[config.mk]
export PLATFORM = sky130hd
export DESIGN_NAME = alu_share_arb
export DESIGN_NICKNAME = d
export VERILOG_FILES = /design/src/rtl/alu_share_arb.sv
export SDC_FILE = /design/constraint.sdc
export NUM_CORES = 1
export LEC_CHECK = 0
export CAP_MARGIN = 40
export CORE_AREA = 3 3 122 124
export CTS_BUF_LIST = sky130_fd_sc_hd__clkbuf_16
export DETAILED_ROUTE_END_ITERATION = 8
export DIE_AREA = 0 0 125 127
export PLACE_DENSITY = 0.71
export SYNTH_ARGS = -nofsm -noshare
export SYNTH_HDL_FRONTEND = slang
export SYNTH_SLANG_ARGS = --single-unit
[constraint.sdc]
create_clock -name clk -period 6.36 [get_ports clk]
set_clock_uncertainty 0.1 [all_clocks]
set_input_delay 1.908 -clock clk [delete_from_list [all_inputs] [get_ports clk]]
set_output_delay 1.908 -clock clk [all_outputs]
set_load 0.03 [all_outputs]
[src/rtl/alu_share_arb.sv]
// Two-requester round-robin front end for one shared combinational alu.
// Results are captured into a one-entry buffer and returned on a tagged response channel.
module alu_share_arb #(
  parameter int unsigned DATA_WIDTH = 32,
  parameter int unsigned OP_NUM     = 12,
  parameter int unsigned TAG_WIDTH  = 4
) (
  input  logic                  clk,
  input  logic                  resetn,
  input  logic                  req0_valid,
  output logic                  req0_ready,
  input  logic [OP_NUM-1:0]     req0_op,
  input  logic [DATA_WIDTH-1:0] req0_src1,
  input  logic [DATA_WIDTH-1:0] req0_src2,
  input  logic [TAG_WIDTH-1:0]  req0_tag,
  input  logic                  req1_valid,
  output logic                  req1_ready,
  input  logic [OP_NUM-1:0]     req1_op,
  input  logic [DATA_WIDTH-1:0] req1_src1,
  input  logic [DATA_WIDTH-1:0] req1_src2,
  input  logic [TAG_WIDTH-1:0]  req1_tag,
  output logic [OP_NUM-1:0]     alu_op,
  output logic [DATA_WIDTH-1:0] alu_src1,
  output logic [DATA_WIDTH-1:0] alu_src2,
  input  logic [DATA_WIDTH-1:0] alu_result,
  output logic                  rsp_valid,
  input  logic                  rsp_ready,
  output logic [DATA_WIDTH-1:0] rsp_result,
  output logic [TAG_WIDTH-1:0]  rsp_tag,
  output logic                  rsp_id,
  output logic                  rsp_err
);

  typedef enum logic {
    ST_EMPTY = 1'b0,
    ST_FULL  = 1'b1
  } state_t;

  state_t                r_state;
  state_t                w_state_nxt;
  logic                  r_ptr;
  logic [DATA_WIDTH-1:0] r_rsp_result;
  logic [TAG_WIDTH-1:0]  r_rsp_tag;
  logic                  r_rsp_id;
  logic                  r_rsp_err;

  logic                  w_can_accept;
  logic                  w_grant;
  logic                  w_gnt_id;
  logic                  w_onehot;
  logic [OP_NUM-1:0]     w_gnt_op;
  logic [DATA_WIDTH-1:0] w_gnt_src1;
  logic [DATA_WIDTH-1:0] w_gnt_src2;
  logic [TAG_WIDTH-1:0]  w_gnt_tag;

  // A full buffer can still accept when its entry drains this same cycle.
  assign w_can_accept = (r_state == ST_EMPTY) | rsp_ready;

  always_comb begin
    w_gnt_id = 1'b0;
    if (req0_valid && req1_valid) begin
      w_gnt_id = r_ptr;
    end else if (req1_valid) begin
      w_gnt_id = 1'b1;
    end
  end

  assign w_grant    = (req0_valid | req1_valid) & w_can_accept;
  assign req0_ready = w_grant & ~w_gnt_id;
  assign req1_ready = w_grant & w_gnt_id;

  assign w_gnt_op   = w_gnt_id ? req1_op   : req0_op;
  assign w_gnt_src1 = w_gnt_id ? req1_src1 : req0_src1;
  assign w_gnt_src2 = w_gnt_id ? req1_src2 : req0_src2;
  assign w_gnt_tag  = w_gnt_id ? req1_tag  : req0_tag;

  assign w_onehot = (w_gnt_op != '0) && ((w_gnt_op & (w_gnt_op - OP_NUM'(1))) == '0);

  // Alu inputs stay at zero whenever nothing is granted.
  assign alu_op   = w_grant ? w_gnt_op   : '0;
  assign alu_src1 = w_grant ? w_gnt_src1 : '0;
  assign alu_src2 = w_grant ? w_gnt_src2 : '0;

  always_comb begin
    w_state_nxt = r_state;
    case (r_state)
      ST_EMPTY: if (w_grant) w_state_nxt = ST_FULL;
      ST_FULL:  if (rsp_ready && !w_grant) w_state_nxt = ST_EMPTY;
      default:  w_state_nxt = ST_EMPTY;
    endcase
  end

  always_ff @(posedge clk or negedge resetn) begin
    if (!resetn) begin
      r_state <= ST_EMPTY;
      r_ptr   <= 1'b0;
    end else begin
      r_state <= w_state_nxt;
      if (w_grant) begin
        r_ptr <= ~w_gnt_id;
      end
    end
  end

  // Malformed ops are accepted but flagged, and the alu output is discarded.
  always_ff @(posedge clk or negedge resetn) begin
    if (!resetn) begin
      r_rsp_result <= '0;
      r_rsp_tag    <= '0;
      r_rsp_id     <= 1'b0;
      r_rsp_err    <= 1'b0;
    end else if (w_grant) begin
      r_rsp_result <= w_onehot ? alu_result : '0;
      r_rsp_tag    <= w_gnt_tag;
      r_rsp_id     <= w_gnt_id;
      r_rsp_err    <= ~w_onehot;
    end
  end

  assign rsp_valid  = (r_state == ST_FULL);
  assign rsp_result = r_rsp_result;
  assign rsp_tag    = r_rsp_tag;
  assign rsp_id     = r_rsp_id;
  assign rsp_err    = r_rsp_err;

endmodule

After elaboration in Yosys (flattened, before gate mapping)
Cells that the tools add are included.
Storage, ports and cells
  bits in registers: 40
  logic and storage cells: 35
Cells by class
  add/sub/neg operators: 1
  muxes and demuxes: 13
  bitwise logic cells: 9
  reduce and logical (&&, ||, !) cells: 6
Operator list (count)
  $mux W32: 5
  $mux W12: 2
  $and A12 B12 Y12: 1
  $logic_not A12 Y1: 1
  $reduce_bool A12 Y1: 1
  $sub A12 B1 Y12 const B: 1
  $mux W1: 4
  $mux W4: 1
  $and A1 B1 Y1: 3
  $logic_and A1 B1 Y1: 3
  $not A1 Y1: 3
  $or A1 B1 Y1: 2
  $pmux W1 S2: 1
  $logic_not A1 Y1: 1

Depth between registers and ports, before layout
Gate-level depths: netlist (run 1).
  depth in word-level cells: 8
  depth in mapped cells: 8

Least setup slack after synthesis (run 1)
Ideal clock, no wire load.
  path type: input-to-output
  start: in req1_valid
  end: out alu_src2[27]
  arrival: 3.587 ns
  data required time: 4.352 ns
  path slack: 0.765 ns
  stages: 6
  buffers on the path: 3
  cell sequence: clkbuf_1 nand2_1 clkbuf_1 nor2_1 clkbuf_1 a22o_1
Between the ends
  longest elaborated chain between the ends: 4
  elaborated cells on any way between the ends: 7
  those cells by class: mux: 4; bitwise: 2; reduce/logical: 1
RTL lines
  start, declared: RTL line 16  | input logic req1_valid,
  $mux W1 / $logic_and A1 B1 Y1 (equally long branches): RTL line 63, 61
  $mux W1: RTL line 61  | if (req0_valid && req1_valid) begin
  $mux W32: RTL line 74  | assign w_gnt_src2 = w_gnt_id ? req1_src2 : req0_src2;
  $mux W32 (*): RTL line 82  | assign alu_src2 = w_grant ? w_gnt_src2 : '0;
  end, declared: RTL line 24  | output logic [DATA_WIDTH-1:0] alu_src2,
Every way passes the cells marked *; elsewhere a longest branch is shown, timed or not.

Worst setup path in the final report (run 1)
  start: in req0_valid
  end: out alu_op[8]
Between the ends
  longest elaborated chain between the ends: 4
  elaborated cells on any way between the ends: 6
  those cells by class: mux: 3; bitwise: 2; reduce/logical: 1
RTL lines
  start, declared: RTL line 10  | input logic req0_valid,
  $logic_and A1 B1 Y1: RTL line 61
  $mux W1: RTL line 61
  $mux W12: RTL line 72  | assign w_gnt_op = w_gnt_id ? req1_op : req0_op;
  $mux W12 (*): RTL line 80  | assign alu_op = w_grant ? w_gnt_op : '0;
  end, declared: RTL line 22  | output logic [OP_NUM-1:0] alu_op,
Marks and branches as above.

==> results of run 1 <==
worst max-delay path, stage by stage:
cell and delay [ps]:
clkdlybuf4s50_1 480, nand2b_1 120, and2_1 510, nand2_1 150, a21oi_1 210, clkdlybuf4s50_1 720
per-stage QoR:
step	instance area [µm²]	total power, mW	hold slack, ps
finish	6060	0.975	389
global route	6060	1.02	405
CTS	6060	0.985	394
detailed placement	5910	0.735	380
global placement	5890	0.731	362
floorplan	2630	0.471	341
state kept, by name, summed over array words and instances, names as in the netlist:
register / flops
r_ptr: 1
rsp_err: 1
rsp_id: 1
rsp_result: 32
rsp_tag: 4
rsp_valid: 1
placed cells by master (no fill, tap or decap), types with 2 or more instances in the layout:
cell type,instances
nor3_1,5
nand3b_1,2
dfrtp_1,40
clkinv_2,2
a211oi_1,3
buf_12,8
clkbuf_16,5
buf_4,69
a21oi_1,14
a22oi_1,4
nand2_1,36
nor2_1,6
nor2_4,2
a21o_1,2
clkdlybuf4s50_1,245
or3_1,6
nand2b_1,2
o21ai_0,3
a22o_1,67
a22o_2,29
logic make-up (layout without fill, tap and decap cells):
kind of cell,after synthesis,in the layout,synth area share
mux,1,1,0.00429
compound gates,138,138,0.444
simple gates,64,64,0.117
flops,40,40,0.381
fa+ha+maj,1,1,0.00381
buf+inv,28,333,0.0491
other cells,0,1,0
Yosys cell counts (2+ instances only):
library cell	n	area share
a22o_1	67	0.22
dfrtp_1	40	0.38
nand2_1	36	0.051
a22o_2	29	0.11
clkbuf_1	23	0.033
a21oi_1	14	0.027
nor2_1	8	0.011
or3_1	6	0.014
nor3_1	5	0.0095
a22oi_1	4	0.011
a211oi_1	3	0.0086
buf_6	3	0.013
o21ai_0	3	0.0057
a21o_1	2	0.0057
nand2b_1	2	0.0048
nand3b_1	2	0.0057
per-layer routing:
metal,GRT usage,up-vias,share of wire
met4,0.0389,2,0.012
met3,0.0401,14,0.067
met5,0,-,0.00063
met1,0.248,1874,0.39
met2,0.373,226,0.53
li1,-,1685,-
worst paths after layout:
check,start,to,slack [ps],depth (start not counted)
min in group asynchronous,resetn,rsp_result[5]$_DFFE_PN0P_,1450,1
max in group asynchronous,resetn,rsp_result[25]$_DFFE_PN0P_,4240,2
worst min register to register,r_ptr$_DFFE_PN0P_,r_ptr$_DFFE_PN0P_,390,1
worst max-delay path,req0_valid,alu_op[8],230,6
worst max register to register,r_ptr$_DFFE_PN0P_,rsp_result[22]$_DFFE_PN0P_,3720,7
worst min-delay path,r_ptr$_DFFE_PN0P_,r_ptr$_DFFE_PN0P_,390,1
report_power, final:
group	switching, mW	internal (mW)	total [mW]	leakage [nW]
logic	0.233	0.235	0.468	1.96
registers	0.00368	0.261	0.265	0.539
clock network	0.0973	0.144	0.242	0.0736
cell type report:
class,count,share of cell area
Timing Repair Buffer,324,0.522
Antenna cell,1,0.000413
Tap cell,180,0.0372
Sequential cell,40,0.165
Clock inverter,3,0.00310
Inverter,1,0.000619
Multi-Input combinational cell,204,0.251
Clock buffer,5,0.0206
==> metrics.md, run 1 <==
| Metric | Value |
|---|---|
| Status | completed |
| Peak supply drop | between 0.08 and 0.09 mV |
| Max-Cap Viols | 0 |
| Root Driver | clkbuf_16 |
| Critical path type | input port to output pin |
| Starting Density | 0.189 |
| Final Util | 0.437 |
| Distinct cells, synth | 41 |
| Multi-input gate area | approximately 0.0015 mm² |
| Async SR Flop Fraction | 1.00 |
| Synthesized flop and latch total | 40 |
| Min Tclk post-route | around 6000 ps |
| Starting DRT DRC Count | about 280 |
| Clock tree sinks | 40 |
| Arrival time worst endpoint | between 4000 and 5000 ps |
| YS warnings | 0 |
| Post-route insts no fill | 758 |
| Vias post-DR | about 3.8k |
| CTS buffer count | 5 |
| Synth Area per Inst | between 9 and 10 µm² |
| Slew headroom | 0.603 |
| Max FO, Critical Path | 17 |
| Max Slew Vio Count | 0 |
| Cells after Synth | 272 |
| Core area | approximately 0.014 mm² |
| Post-synthesis cell area | ~0.0026 mm² |
| Via density | roughly 5.0 |
| Period utilisation layout | 0.964 |
| WL/cell | around 23 µm |
| Storage element area | 0.00100 mm² |
| DRT Wirelength | 17400 µm |
| Post-synth top flop | dfrtp_1 |
| Vias in the first global route | about 3.9k |
| Worst slew pin tran | 596 ps |
| Placed insts | 749 |
| CTS tree | done |
| Final antenna-violating net count | 0 |
| Area grow syn2layout | 131% |
| Register area share after synthesis | 0.381 |
| RSZ-0062 raised after global routing | false |
| Worst slack, placed | around 270 ps |
| GP Congestion | 1.08 |
| Detailed Routing Iterations Pass 1 | 4 |
| CP endpoint kind | output pin |
| Final Hold Fails | 0 |
| Post-synth EDFFs | 0 |
| Min-Delay Path Class | flip-flop to flip-flop |
| PortBufs | between 300 and 400 |
| Clock transition at path regs | around 60 ps |
| Gr ovfl total | 0 |
| I/O pins | between 300 and 400 |
| Post-CTS Setup Inserts | 0 |
| Die area | between 0.015 and 0.02 mm² |
| Antenna violations before repair | 2 |
| Worst-Skew Late Latency | around 280 ps |
| Max Freq | 0.163 GHz |
| Syn_nets | around 470 |
| Setup Viol. Count Final | 0 |
| Total Nets Final | 773 |
| Fraction of layout cells with a size suffix above 1 | 0.213 |
| H-tree depth reported by CTS | 2 |
| Cell Pwr Density | about 160 mW/mm² |
| CTS Buffer Depth | 2 |
| # rows | 43 |
| Critical Path Start Type | input port |
| Die width | roughly 130 µm |
| Final setup TNS | 0 ps |
| Largest net degree at the start of global routing | 66 |
| LEAKAGE | about 2.6 nW |
| WP data required | 4350 ps |
| Die Y-Extent | between 100 and 150 µm |
| HPWL after detailed placement | around 15000 µm |
| Post-CTS resize count | 0 |
| Fillers | roughly 1.3k |
| Hold_buf cts | 0 |
| Fin worst setup slack | roughly 230 ps |
| Global-route wire length before repair | around 25000 µm |
| DRC viols | 0 |
| GRT Resource Usage Total | 0.203 |
No activity file was read; power rests on OpenSTA's default activity.
==> inputs of run 2 (changes only) <==
--- a/config.mk
+++ b/config.mk
@@ -5,7 +5,6 @@
 export SDC_FILE = /design/constraint.sdc
 export NUM_CORES = 1
 export LEC_CHECK = 0
-export CAP_MARGIN = 40
 export CORE_AREA = 3 3 122 124
 export CTS_BUF_LIST = sky130_fd_sc_hd__clkbuf_16
 export DETAILED_ROUTE_END_ITERATION = 8
==> run 2 against run 1 <==
Against the previous run:
- wire length fell by 0.29%
- critical path depth did not move
- sequential power barely moved
- clock power rose by 14%
- via count fell by 1.6%
- fmax rose by 0.87%
==> metrics.md, run 2 (synthesized netlist as in run 1, its figures left out) <==
| Metric | Value |
|---|---|
| Status | completed |
| Min-Delay Path Class | flip-flop to flip-flop |
| Die Y-Extent | 127 µm (unchanged) |
| GP Congestion | 1.08 (unchanged) |
| Final antenna-violating net count | 0 (unchanged) |
| CTS Buffer Depth | 2 (unchanged) |
| Max FO, Critical Path | 17 (unchanged) |
| Starting DRT DRC Count | 293 (+4.3%) |
| PortBufs | 313 (unchanged) |
| I/O pins | 314 (unchanged) |
| # rows | 43 (unchanged) |
| Global-route wire length before repair | 24500 µm (-0.89%) |
| Antenna violations before repair | 3 (+1) |
| Final Hold Fails | 0 (unchanged) |
| Largest net degree at the start of global routing | 66 (unchanged) |
| Worst slew pin tran | 899 ps (+303 ps) |
| Leading cell type in the layout, fill and taps excluded | clkdlybuf4s50_1 |
| WL/cell | 22.8 µm (-0.42%) |
| RSZ-0062 raised after global routing | false |
| Vias post-DR | 3739 (-1.6%) |
| GRT Resource Usage Total | 0.201 (-0.00186) |
| CP endpoint kind | output pin |
| Root Driver | clkbuf_16 |
| CP dominant cell by count | clkdlybuf4s50_1 |
| DRT Wirelength | 17300 µm (-0.29%) |
| WP data required | 4350 ps (about the same) |
| Min Tclk post-route | 6080 ps (-53.1 ps) |
| Max-Cap Viols | 0 (unchanged) |
| HPWL after detailed placement | 14500 µm (about the same) |
| Max Freq | 0.165 GHz (+0.87%) |
| Final setup TNS | 0 ps (unchanged) |
| Via density | 4.93 (-1.8%) |
| Arrival time worst endpoint | 4070 ps (-50 ps) |
| Max reg flops | 32 (unchanged) |
| Placed insts | 748 (-0.13%) |
| Setup Viol. Count Final | 0 (unchanged) |
| Crit path cell chain | clkdlybuf4s50_1 > nand2b_1 > and2_1 > nand2_1 > a21oi_1 > clkdlybuf4s50_1 |
| Post-CTS Setup Inserts | 0 (unchanged) |
| Die area | 0.0159 mm² (unchanged) |
| Starting Density | 0.189 (unchanged) |
| Die width | 125 µm (unchanged) |
| Critical path type | input port to output pin |
| Vias in the first global route | 3807 (-2.7%) |
| H-tree depth reported by CTS | 2 (unchanged) |
| DRC viols | 0 (unchanged) |
| Critical Path Start Type | input port |
| Core area | 0.0139 mm² (unchanged) |
| Max Slew Vio Count | 0 (unchanged) |
| Hold_buf cts | 0 (unchanged) |
| CTS tree | done |
| CTS buffer count | 5 (unchanged) |
| Period utilisation layout | 0.955 (-0.00834) |
| Slew headroom | 0.401 (-0.202) |
| Clock tree sinks | 40 (unchanged) |
| Clock transition at path regs | 50 ps (about the same) |
| Cell Pwr Density | 166 mW/mm² (+3.4%) |
| Peak supply drop | 0.0921 mV (+13%) |
| Worst-Skew Late Latency | 270 ps (about the same) |
| Most frequent cells in the layout | 245 x clkdlybuf4s50_1, 69 x buf_4, 67 x a22o_1, 40 x dfrtp_1, 36 x nand2_1 |
| Slowest cell on crit path | clkdlybuf4s50_1 |
| Fraction of layout cells with a size suffix above 1 | 0.208 (-0.00484) |
| Detailed Routing Iterations Pass 1 | 4 (unchanged) |
| Area grow syn2layout | 131% (about the same) |
| Post-CTS resize count | 0 (unchanged) |
| Post-route insts no fill | 759 (+0.13%) |
| Slowest stage delay, CP | 720 ps (about the same) |
| LEAKAGE | 2.56 nW (-0.29%) |
| Gr ovfl total | 0 (unchanged) |
| Total Nets Final | 772 (-0.13%) |
-- run 2: where the power goes --
group          internal [mW]  switching, mW  total [mW]
clock                  0.182         0.0937       0.276
sequential             0.261        0.00358       0.265
combinational          0.233          0.233       0.466
-- run 2: layout make-up --
type                       count  area (µm²)
antenna                        3        7.51
clock inverter                 3        37.5
fill                        1314        7820
clock buffer                   5         125
multi-input combinational    204        1520
timing repair buffer         323        3140
tap                          180         225
inverter                       1        3.75
sequential                    40        1000
-- run 2: stage by stage --
step	power, mW	setup WS (ps)	hold WS, ps	util	area, µm²
2_1_floorplan	0.471	765	341	-	2630
3_3_place_gp	0.731	314	362	0.424	5890
3_5_place_dp	0.734	295	385	0.424	5890
4_1_cts	1.02	287	400	0.436	6050
5_1_grt	1.05	103	419	0.436	6060
6_report	1.01	285	387	0.436	6060
-- run 2: worst max-delay path, delay by kind of cell --
kind	cells	cell delay, ps
AOI/OAI and AO/OA	1	150
buffers and inverters	2	1200
and+or+nand+nor	3	790
-- run 2: path summary, 6_finish.rpt --
path	end	from	cells after the start	slack (ps)
worst max-delay path	alu_op[8]	req0_valid	6	280
worst min-delay path	rsp_id$_DFFE_PN0P_	rsp_id$_DFFE_PN0P_	1	390
worst max register to register	rsp_result[22]$_DFFE_PN0P_	r_ptr$_DFFE_PN0P_	7	3720
worst min register to register	rsp_id$_DFFE_PN0P_	rsp_id$_DFFE_PN0P_	1	390
max in group asynchronous	rsp_result[21]$_DFFE_PN0P_	resetn	1	3940
min in group asynchronous	rsp_result[19]$_DFFE_PN0P_	resetn	1	1660
-- run 2: routing by layer --
| metal | vias to the layer above | routed length [µm] | GRT usage |
|---|---|---|---|
| met3 | 9 | 967 | 0.0305 |
| met2 | 196 | 9090 | 0.366 |
| met5 | - | 0 | 0 |
| met4 | 0 | 176 | 0.0434 |
| li1 | 1685 | - | - |
| met1 | 1849 | 7110 | 0.253 |
